`config.mk`:
```
export PLATFORM = sky130hd
export DESIGN_NAME = inst_fetcher
export DESIGN_NICKNAME = d
export VERILOG_FILES = /design/src/rtl/inst_fetcher_pkg.sv /design/src/rtl/inst_fetcher_branch_predictor.sv /design/src/rtl/inst_fetcher.sv
export SDC_FILE = /design/constraint.sdc
export NUM_CORES = 1
export LEC_CHECK = 0
export BUFFER_PORTS_ARGS = -buffer_cell sky130_fd_sc_hd__clkbuf_2
export CORE_MARGIN = 5
export CORE_UTILIZATION = 25
export DETAILED_ROUTE_END_ITERATION = 16
export HOLD_SLACK_MARGIN = 0.1
export SLEW_MARGIN = 30
export SYNTH_ARGS = -nofsm -noshare
export SYNTH_HDL_FRONTEND = slang
export SYNTH_HIERARCHICAL = 1
export SYNTH_SLANG_ARGS = --single-unit
```
`constraint.sdc`:
```
create_clock -name clk -period 3.3 [get_ports clk]
set_input_delay 0.99 -clock clk [delete_from_list [all_inputs] [get_ports clk]]
set_output_delay 0.99 -clock clk [all_outputs]
set_load 0.01 [all_outputs]
```
`src/rtl/inst_fetcher_pkg.sv`:
```
// inst_fetcher_pkg: shared fetch/decode constants, fetcher FSM states and immediate helpers
package inst_fetcher_pkg;
  localparam int ADDR_WID = 32;
  localparam int INST_WID = 32;
  localparam int DATA_WID = 32;
  localparam int IF_STATE_WID = 2;
  localparam logic [6:0] OPCODE_JAL = 7'b1101111;
  localparam logic [6:0] OPCODE_B = 7'b1100011;
  localparam logic [6:0] OPCODE_JALR = 7'b1100111;
  typedef enum logic [IF_STATE_WID-1:0] {
    S_IDLE = 2'd0,
    S_WAIT = 2'd1,
    S_HOLD = 2'd2
  } if_state_e;
  function automatic logic [ADDR_WID-1:0] j_imm(input logic [INST_WID-1:0] i);
    return {{12{i[31]}}, i[19:12], i[20], i[30:21], 1'b0};
  endfunction
  function automatic logic [ADDR_WID-1:0] b_imm(input logic [INST_WID-1:0] i);
    return {{20{i[31]}}, i[7], i[30:25], i[11:8], 1'b0};
  endfunction
endpackage

```
`src/rtl/inst_fetcher_branch_predictor.sv`:
```
// branch_predictor: table of 2-bit saturating counters, read by buffered PC, trained on ROB commit
module branch_predictor
  import inst_fetcher_pkg::*;
#(
  parameter int IDX_W = 8
) (
  input  logic             clk,
  input  logic             rst,
  input  logic             rdy,
  input  logic             upd,
  input  logic [IDX_W-1:0] upd_idx,
  input  logic             upd_taken,
  input  logic [IDX_W-1:0] rd_idx,
  output logic             taken
);
  logic [2**IDX_W-1:0][1:0] cnt_q, cnt_d;
  logic [1:0] cur;
  always_comb begin
    cnt_d = cnt_q;
    cur = cnt_q[upd_idx];
    if (rdy && upd)
      cnt_d[upd_idx] = upd_taken ? (cur == 2'd3 ? cur : cur + 2'd1)
                                 : (cur == 2'd0 ? cur : cur - 2'd1);
  end
  always_ff @(posedge clk or negedge rst)
    if (!rst) cnt_q <= {(2**IDX_W){2'b01}};
    else cnt_q <= cnt_d;
  assign taken = cnt_q[rd_idx][1];
endmodule

```
`src/rtl/inst_fetcher.sv`:
```
// inst_fetcher: PC holder, one-outstanding fetch FSM and next-PC predictor feeding the decoder.
// Define INST_FETCHER_BHT_EN to predict B-type branches with a trained BHT instead of not-taken.
module inst_fetcher
  import inst_fetcher_pkg::*;
#(
  parameter logic [ADDR_WID-1:0] RESET_PC = 32'h0,
  parameter int BHT_IDX_W = 8
) (
  input  logic                clk,
  input  logic                rst,
  input  logic                rdy,
  input  logic                rob_nxt_full,
  input  logic                rs_nxt_full,
  input  logic                lsb_nxt_full,
  input  logic                rollback,
  input  logic [ADDR_WID-1:0] rollback_pc,
  output logic                mem_req,
  output logic [ADDR_WID-1:0] mem_addr,
  input  logic                mem_done,
  input  logic [DATA_WID-1:0] mem_data,
  output logic                inst_rdy,
  output logic [INST_WID-1:0] inst,
  output logic [ADDR_WID-1:0] inst_pc,
  output logic                inst_pred_jump,
  input  logic                br_upd,
  input  logic [ADDR_WID-1:0] br_upd_pc,
  input  logic                br_upd_taken
);
  if_state_e state_q, state_d;
  logic [ADDR_WID-1:0] pc_q, pc_d, buf_pc_q, buf_pc_d, mem_addr_q, mem_addr_d, inst_pc_q, inst_pc_d;
  logic [INST_WID-1:0] buf_q, buf_d, inst_q, inst_d;
  logic buf_valid_q, buf_valid_d, drop_q, drop_d, mem_req_q, mem_req_d;
  logic inst_rdy_q, inst_rdy_d, inst_pred_q, inst_pred_d;
  logic pred_taken, is_jal, b_taken, stall;
  logic [ADDR_WID-1:0] next_pc;
`ifdef INST_FETCHER_BHT_EN
  logic unused_pc;
  branch_predictor #(.IDX_W(BHT_IDX_W)) u_bp (
    .clk(clk), .rst(rst), .rdy(rdy), .upd(br_upd),
    .upd_idx(br_upd_pc[BHT_IDX_W+1:2]), .upd_taken(br_upd_taken),
    .rd_idx(buf_pc_q[BHT_IDX_W+1:2]), .taken(pred_taken)
  );
  assign unused_pc = ^{br_upd_pc[1:0], br_upd_pc[ADDR_WID-1:BHT_IDX_W+2]};
`else
  logic unused_br;
  assign pred_taken = 1'b0;
  assign unused_br = ^{br_upd, br_upd_pc, br_upd_taken, 1'(BHT_IDX_W)};
`endif
  assign is_jal = buf_q[6:0] == OPCODE_JAL;
  assign b_taken = (buf_q[6:0] == OPCODE_B) && pred_taken;
  assign next_pc = buf_pc_q + (is_jal ? j_imm(buf_q) : b_taken ? b_imm(buf_q) : 32'd4);
  assign stall = rob_nxt_full || rs_nxt_full || lsb_nxt_full;
  always_comb begin
    state_d = state_q;
    pc_d = pc_q;
    buf_d = buf_q;
    buf_pc_d = buf_pc_q;
    buf_valid_d = buf_valid_q;
    drop_d = drop_q;
    mem_req_d = mem_req_q;
    mem_addr_d = mem_addr_q;
    inst_rdy_d = 1'b0;
    inst_d = inst_q;
    inst_pc_d = inst_pc_q;
    inst_pred_d = inst_pred_q;
    if (rdy && rollback) begin
      pc_d = rollback_pc;
      buf_valid_d = 1'b0;
      // an in-flight request must still complete; its data is thrown away later
      if (state_q == S_WAIT && !mem_done) drop_d = 1'b1;
      else begin
        state_d = S_IDLE;
        mem_req_d = 1'b0;
        drop_d = 1'b0;
      end
    end else if (rdy) begin
      case (state_q)
        S_IDLE: begin
          mem_req_d = 1'b1;
          mem_addr_d = pc_q;
          state_d = S_WAIT;
        end
        S_WAIT: if (mem_done) begin
          mem_req_d = 1'b0;
          drop_d = 1'b0;
          buf_d = mem_data;
          buf_pc_d = pc_q;
          buf_valid_d = !drop_q;
          state_d = drop_q ? S_IDLE : S_HOLD;
        end
        S_HOLD: if (!stall && buf_valid_q) begin
          inst_rdy_d = 1'b1;
          inst_d = buf_q;
          inst_pc_d = buf_pc_q;
          inst_pred_d = is_jal || b_taken;
          pc_d = next_pc;
          buf_valid_d = 1'b0;
          state_d = S_IDLE;
        end
        default: state_d = S_IDLE;
      endcase
    end
  end
  always_ff @(posedge clk or negedge rst)
    if (!rst) begin
      state_q <= S_IDLE;
      pc_q <= RESET_PC;
      buf_q <= '0;
      buf_pc_q <= '0;
      buf_valid_q <= 1'b0;
      drop_q <= 1'b0;
      mem_req_q <= 1'b0;
      mem_addr_q <= '0;
      inst_rdy_q <= 1'b0;
      inst_q <= '0;
      inst_pc_q <= '0;
      inst_pred_q <= 1'b0;
    end else begin
      state_q <= state_d;
      pc_q <= pc_d;
      buf_q <= buf_d;
      buf_pc_q <= buf_pc_d;
      buf_valid_q <= buf_valid_d;
      drop_q <= drop_d;
      mem_req_q <= mem_req_d;
      mem_addr_q <= mem_addr_d;
      inst_rdy_q <= inst_rdy_d;
      inst_q <= inst_d;
      inst_pc_q <= inst_pc_d;
      inst_pred_q <= inst_pred_d;
    end
  assign mem_req = mem_req_q;
  assign mem_addr = mem_addr_q;
  assign inst_rdy = inst_rdy_q;
  assign inst = inst_q;
  assign inst_pc = inst_pc_q;
  assign inst_pred_jump = inst_pred_q;
endmodule

```
Word-level counts from Yosys, hierarchy flattened
Index checks and enable logic that the tools add are counted.

Flip-flop bits (word level): 199. Input bits: 106. Output and inout port bits: 99.

Add/subtract/negate cells: 1. Equality and inequality tests: 6. Multiplexer cells: 30. Bitwise operators: 1. Reductions and logical operators: 24.

Operators by type and width (count): 32-bit 2-to-1 mux (5); 32-bit adder (1); 4-bit AND reduction (5); 1-bit 2-to-1 mux (16); 2-bit 2-to-1 mux (6); 2-bit nonzero test (5); 3-bit AND reduction (3); 7-bit == test (second input constant) (1); 3-bit inequality test (second input constant) (2); 2-bit one-hot mux with 3 select lines (1); 3-bit nonzero test (2); 1-bit one-hot mux with 2 select lines (2); 1-bit logical AND (3); 1-bit logical NOT (3); 2-bit by 1-bit == test with 1-bit output (second input constant) (1); 2-bit == test (second input constant) (1); 2-bit logical NOT (1); 1-bit logical OR (2); 2-bit inequality test (second input constant) (1); 1-bit NOT (1).

Logic depth before layout (Yosys ltp)
Word-level depth: 8. Gate-level depth with buffers: 14.

Least setup slack after synthesis
No wires, ideal clock.

Path type: register to register. From: register buf_q[4]. To: register pc_q[30]. Data arrival time: 3383 ps. Setup slack: -152 ps. Cell stages (with the launch flop): 14. Buffers on the path: 2. Period minus slack after synthesis: 3452 ps. Cells stage by stage: dfrtp_1 -> and4b_1 -> clkbuf_1 -> clkbuf_1 -> and3_1 -> ha_1 -> a21o_1 -> a31o_1 -> a22o_4 -> nor3_4 -> o21ai_4 -> mux2_4 -> or4_1 -> nand3_1.

Word-level cells in the longest chain between the ends: 7.

RTL lines: start, declared (RTL line inst_fetcher.sv:31) `logic [INST_WID-1:0] buf_q, buf_d, inst_q, inst_d;`; start signal, assigned (RTL line inst_fetcher.sv:121) `buf_q <= buf_d;`; 7-bit == test (RTL line inst_fetcher.sv:49) `assign is_jal = buf_q[6:0] == OPCODE_JAL;`; 32-bit 2-to-1 mux (RTL line inst_fetcher.sv:51) `assign next_pc = buf_pc_q + (is_jal ? j_imm(buf_q) : b_taken ? b_imm(buf_q) : 32'd4);`; 32-bit adder (RTL line inst_fetcher.sv:51); 32-bit 2-to-1 mux (RTL line inst_fetcher.sv:91) `S_HOLD: if (!stall && buf_valid_q) begin`; 32-bit 2-to-1 mux (RTL line inst_fetcher.sv:77) `case (state_q)`; 32-bit 2-to-1 mux (RTL line inst_fetcher.sv:76) `end else if (rdy) begin`; 32-bit 2-to-1 mux (RTL line inst_fetcher.sv:66) `if (rdy && rollback) begin`; end signal, assigned (RTL line inst_fetcher.sv:120) `pc_q <= pc_d;`; end, declared (RTL line inst_fetcher.sv:30) `logic [ADDR_WID-1:0] pc_q, pc_d, buf_pc_q, buf_pc_d, mem_addr_q, mem_addr_d, inst_pc_q, inst_pc_d;`.

Every way passes these cells. The select of a mux whose other input is x is not followed. A chain may end at the register's enable or synchronous reset.

Worst setup path in the final report
Ends and elaborated chain as after synthesis.

==> impl_metrics.py <==
metrics = {
    "status": {
        "status": "finished clean",
    },
    "floorplanning": {
        "die_y_microns": 203,
        "top_level_ports": 205,
        "die-area_sq_um": 41200,
        "core_sq_um": 36700,
        "die_w_microns": 203,
        "rows": 70,
        "start_util_pct": 25.4,
    },
    "synthesis": {
        "synthTopCellsByCount": "223 x nand2_1, 199 x dfrtp_1, 85 x mux2_2",
        "yosysWarningCount": 6,
        "yosysMostFrequentCell": "nand2_1",
        "syn_avg_cell_area_sq_um": 10.6,
        "synth-edff-count": 0,
        "netlist_area_sq_um": 9310,
        "postSynth.asyncResetShare_pct": 100,
        "synth_ff_type": "dfrtp_1",
        "synth_fp_nets": 1002,
        "ys_ff_latch": 199,
        "synth_cells": 876,
        "ys_seq_area_share_pct": 53.5,
        "synth_top_area_cell": "dfrtp_1",
        "synth.area.top_cells": "dfrtp_1 53%, mux2_2 10%, nand2_1 9.0%",
        "synth_top_area_share_pct": 53.5,
        "synth.distinct_cells": 70,
    },
    "sta": {
        "maxSlewHeadroom_pct": 52.0,
        "finalCritPeriodShare_pct": 97.0,
        "tightest_slew_ns": 0.715,
        "tns_ns": 0,
        "hold_viol_final": 0,
        "whs_ns": 0.459,
        "slew_viol_final": 0,
        "period_needed_ns": 3.20,
        "fmax_mhz": 312,
        "clock_skew_ns": 0.0136,
        "setup_ws_ns": 0.0998,
        "setup-violations-final": 0,
    },
    "clock_network": {
        "clk_latency_ns": 0.45,
        "cts_tree": "built",
        "cts.sinks": 199,
        "htree_num_levels": 4,
        "clkTransAtPathRegs_ns": 0.08,
        "clockBufferDepth": 2,
        "cts_made_buffers": 17,
        "cts_root_buf": "clkbuf_16",
    },
    "pwr": {
        "combPwrFrac_pct": 28.7,
        "p_sw_share_pct": 33.3,
        "p_int_mw": 5.71,
        "seqPwrFrac_pct": 45.1,
        "net-switching-power_mw": 2.85,
        "max-vdd-ir-drop_mv": 0.339,
        "powerDensity_nw_per_um2": 714,
        "p_total_mw": 8.57,
        "pwr-share-clk_pct": 26.1,
        "p_leak_nw": 5.83,
    },
    "critical_path": {
        "cp_max_fo": 4,
        "crit_type": "reg -> reg",
        "cp.required_ns": 3.68,
        "critPathCaptureType": "flip-flop",
        "arrival_ns": 3.58,
        "reg2reg_slack_ns": 0.1,
        "crit_path_start_kind": "flip-flop",
    },
    "global_routing": {
        "gr-usage-all-layers_pct": 13.5,
        "grt-ovfl-total": 0,
        "antenna_found_initial": 1,
        "grt_max_degree": 81,
        "grt_pass1_wl_microns": 44000,
        "grt_pass1_vias": 7564,
    },
    "layout": {
        "finalNetCount": 1214,
        "instances_no_fill": 1570,
        "drive_above_1_share_pct": 36.8,
        "area_growth_pct": 29.0,
    },
    "detailed_routing": {
        "drtPass1Iterations": 5,
        "avgViaCountPerCell": 4.59,
        "drtIter0Drc": 312,
        "route.detailed.wl_per_inst_microns": 17.4,
        "drcViolationCount": 0,
        "vias": 7201,
        "wirelength_microns": 27400,
        "ant_nets": 0,
    },
    "placed_design": {
        "hpwl_microns": 19900,
        "dp_worst_setup_slack_ns": -0.173,
        "gp_congestion": 0.824,
        "dp_cells": 1532,
        "portBuffers": 170,
    },
    "min_path": {
        "hold_class": "in -> async",
    },
    "run": {
        "drv_cap": 0,
    },
}
## per-layer routing
layer	track usage, %	routed length, microns	share of wire, %	up-vias
met5	0	0	0	-
met4	4.58	501	1.8	0
met3	3.43	1390	5.1	24
met2	20.5	12300	45	162
met1	18.8	13100	48	3526
li1	-	-	-	3489
## power groups by stage
stage	Clock [mW]	Combinational, mW	Sequential (mW)
finish	2.24	2.46	3.87
floorplan	0	1.44	3.74
global placement	0	2.35	3.88
detailed placement	0	2.40	3.91
CTS	2.31	2.45	3.87
global route	2.41	2.75	4.00
## cells in the final DEF (no fill, tap or decap), types with 4 or more instances in the layout
master / n
nand2_1: 223
dfrtp_1: 199
clkbuf_2: 169
mux2_2: 85
buf_4: 61
a21oi_1: 33
o22ai_1: 29
nor2_1: 22
and3_1: 19
clkbuf_16: 17
xnor2_1: 16
o21ai_1: 12
ha_1: 12
a22oi_1: 11
mux2_1: 11
nand3_1: 10
o21ai_0: 10
xor2_1: 10
inv_1: 8
a21o_1: 8
mux2i_1: 8
buf_12: 7
or3_1: 6
ha_4: 6
inv_6: 6
and3_4: 5
nor3_1: 5
nand2b_1: 4
## metrics by stage
step / instance area [sq um] / util [%]
final: 12000 / 32.7
after global routing: 12000 / 32.7
after CTS: 11800 / 32.3
after detailed placement: 11200 / 30.4
after global placement: 11200 / 30.4
after floorplan: 9350 / -
## critical path, cell delays in order, from the launching register on
cell,delay [ns]
dfrtp_1,0.38
and4b_4,0.37
buf_6,0.13
and3_4,0.22
ha_4,0.21
a21o_1,0.16
a31o_1,0.21
a22o_4,0.26
nor3_4,0.24
o21ai_4,0.09
mux2_4,0.31
or4_1,0.47
nand3_1,0.09
## final timing paths
| path | startpoint | end | depth (start not counted) |
|---|---|---|---|
| hold reg to reg | buf_q[11] | inst[11] | 2 |
| hold / removal | rst | inst_pc[21] | 1 |
| max in group asynchronous | rst | inst[28] | 2 |
| setup / recovery | buf_q[4] | pc_q[30] | 12 |
| min in group clk | buf_q[11] | inst[11] | 2 |
| setup reg to reg | buf_q[4] | pc_q[30] | 12 |
## kinds of logic after synthesis
family | synth area share (%)
adders and majority gates | 2.77
AOI/OAI and AO/OA | 9.81
xor gates and xnor gates | 2.45
buffers and inverters | 2.74
DFF | 53.5
muxes | 12.7
and+or+nand+nor | 16.0
## state kept, by name (all words and copies together) (netlist names)
name            cells
buf_pc_q           32
buf_q              32
buf_valid_q         1
drop_q              1
inst               32
inst_pc            32
inst_pred_jump      1
inst_rdy            1
mem_addr           32
mem_req             1
pc_q               32
state_q             2
## final cells by class
class / instances / area [sq um]
diodes: 1 / 2.50
clock buffers: 17 / 425
clock inverters: 15 / 188
fillers: 3689 / 24700
inverters: 10 / 37.5
multi-input cells: 619 / 4300
flip-flops and latches: 199 / 4980
well taps: 468 / 586
repair buffers: 241 / 1490
## timing repair
item                       CTS  global route
setup buffers                1             4
hold buffers                 0             0
setup endpoints to repair   13            12
pin swaps                    4            12
gates resized for setup     16            25
Note: power is estimated with default switching activity, not from simulation.
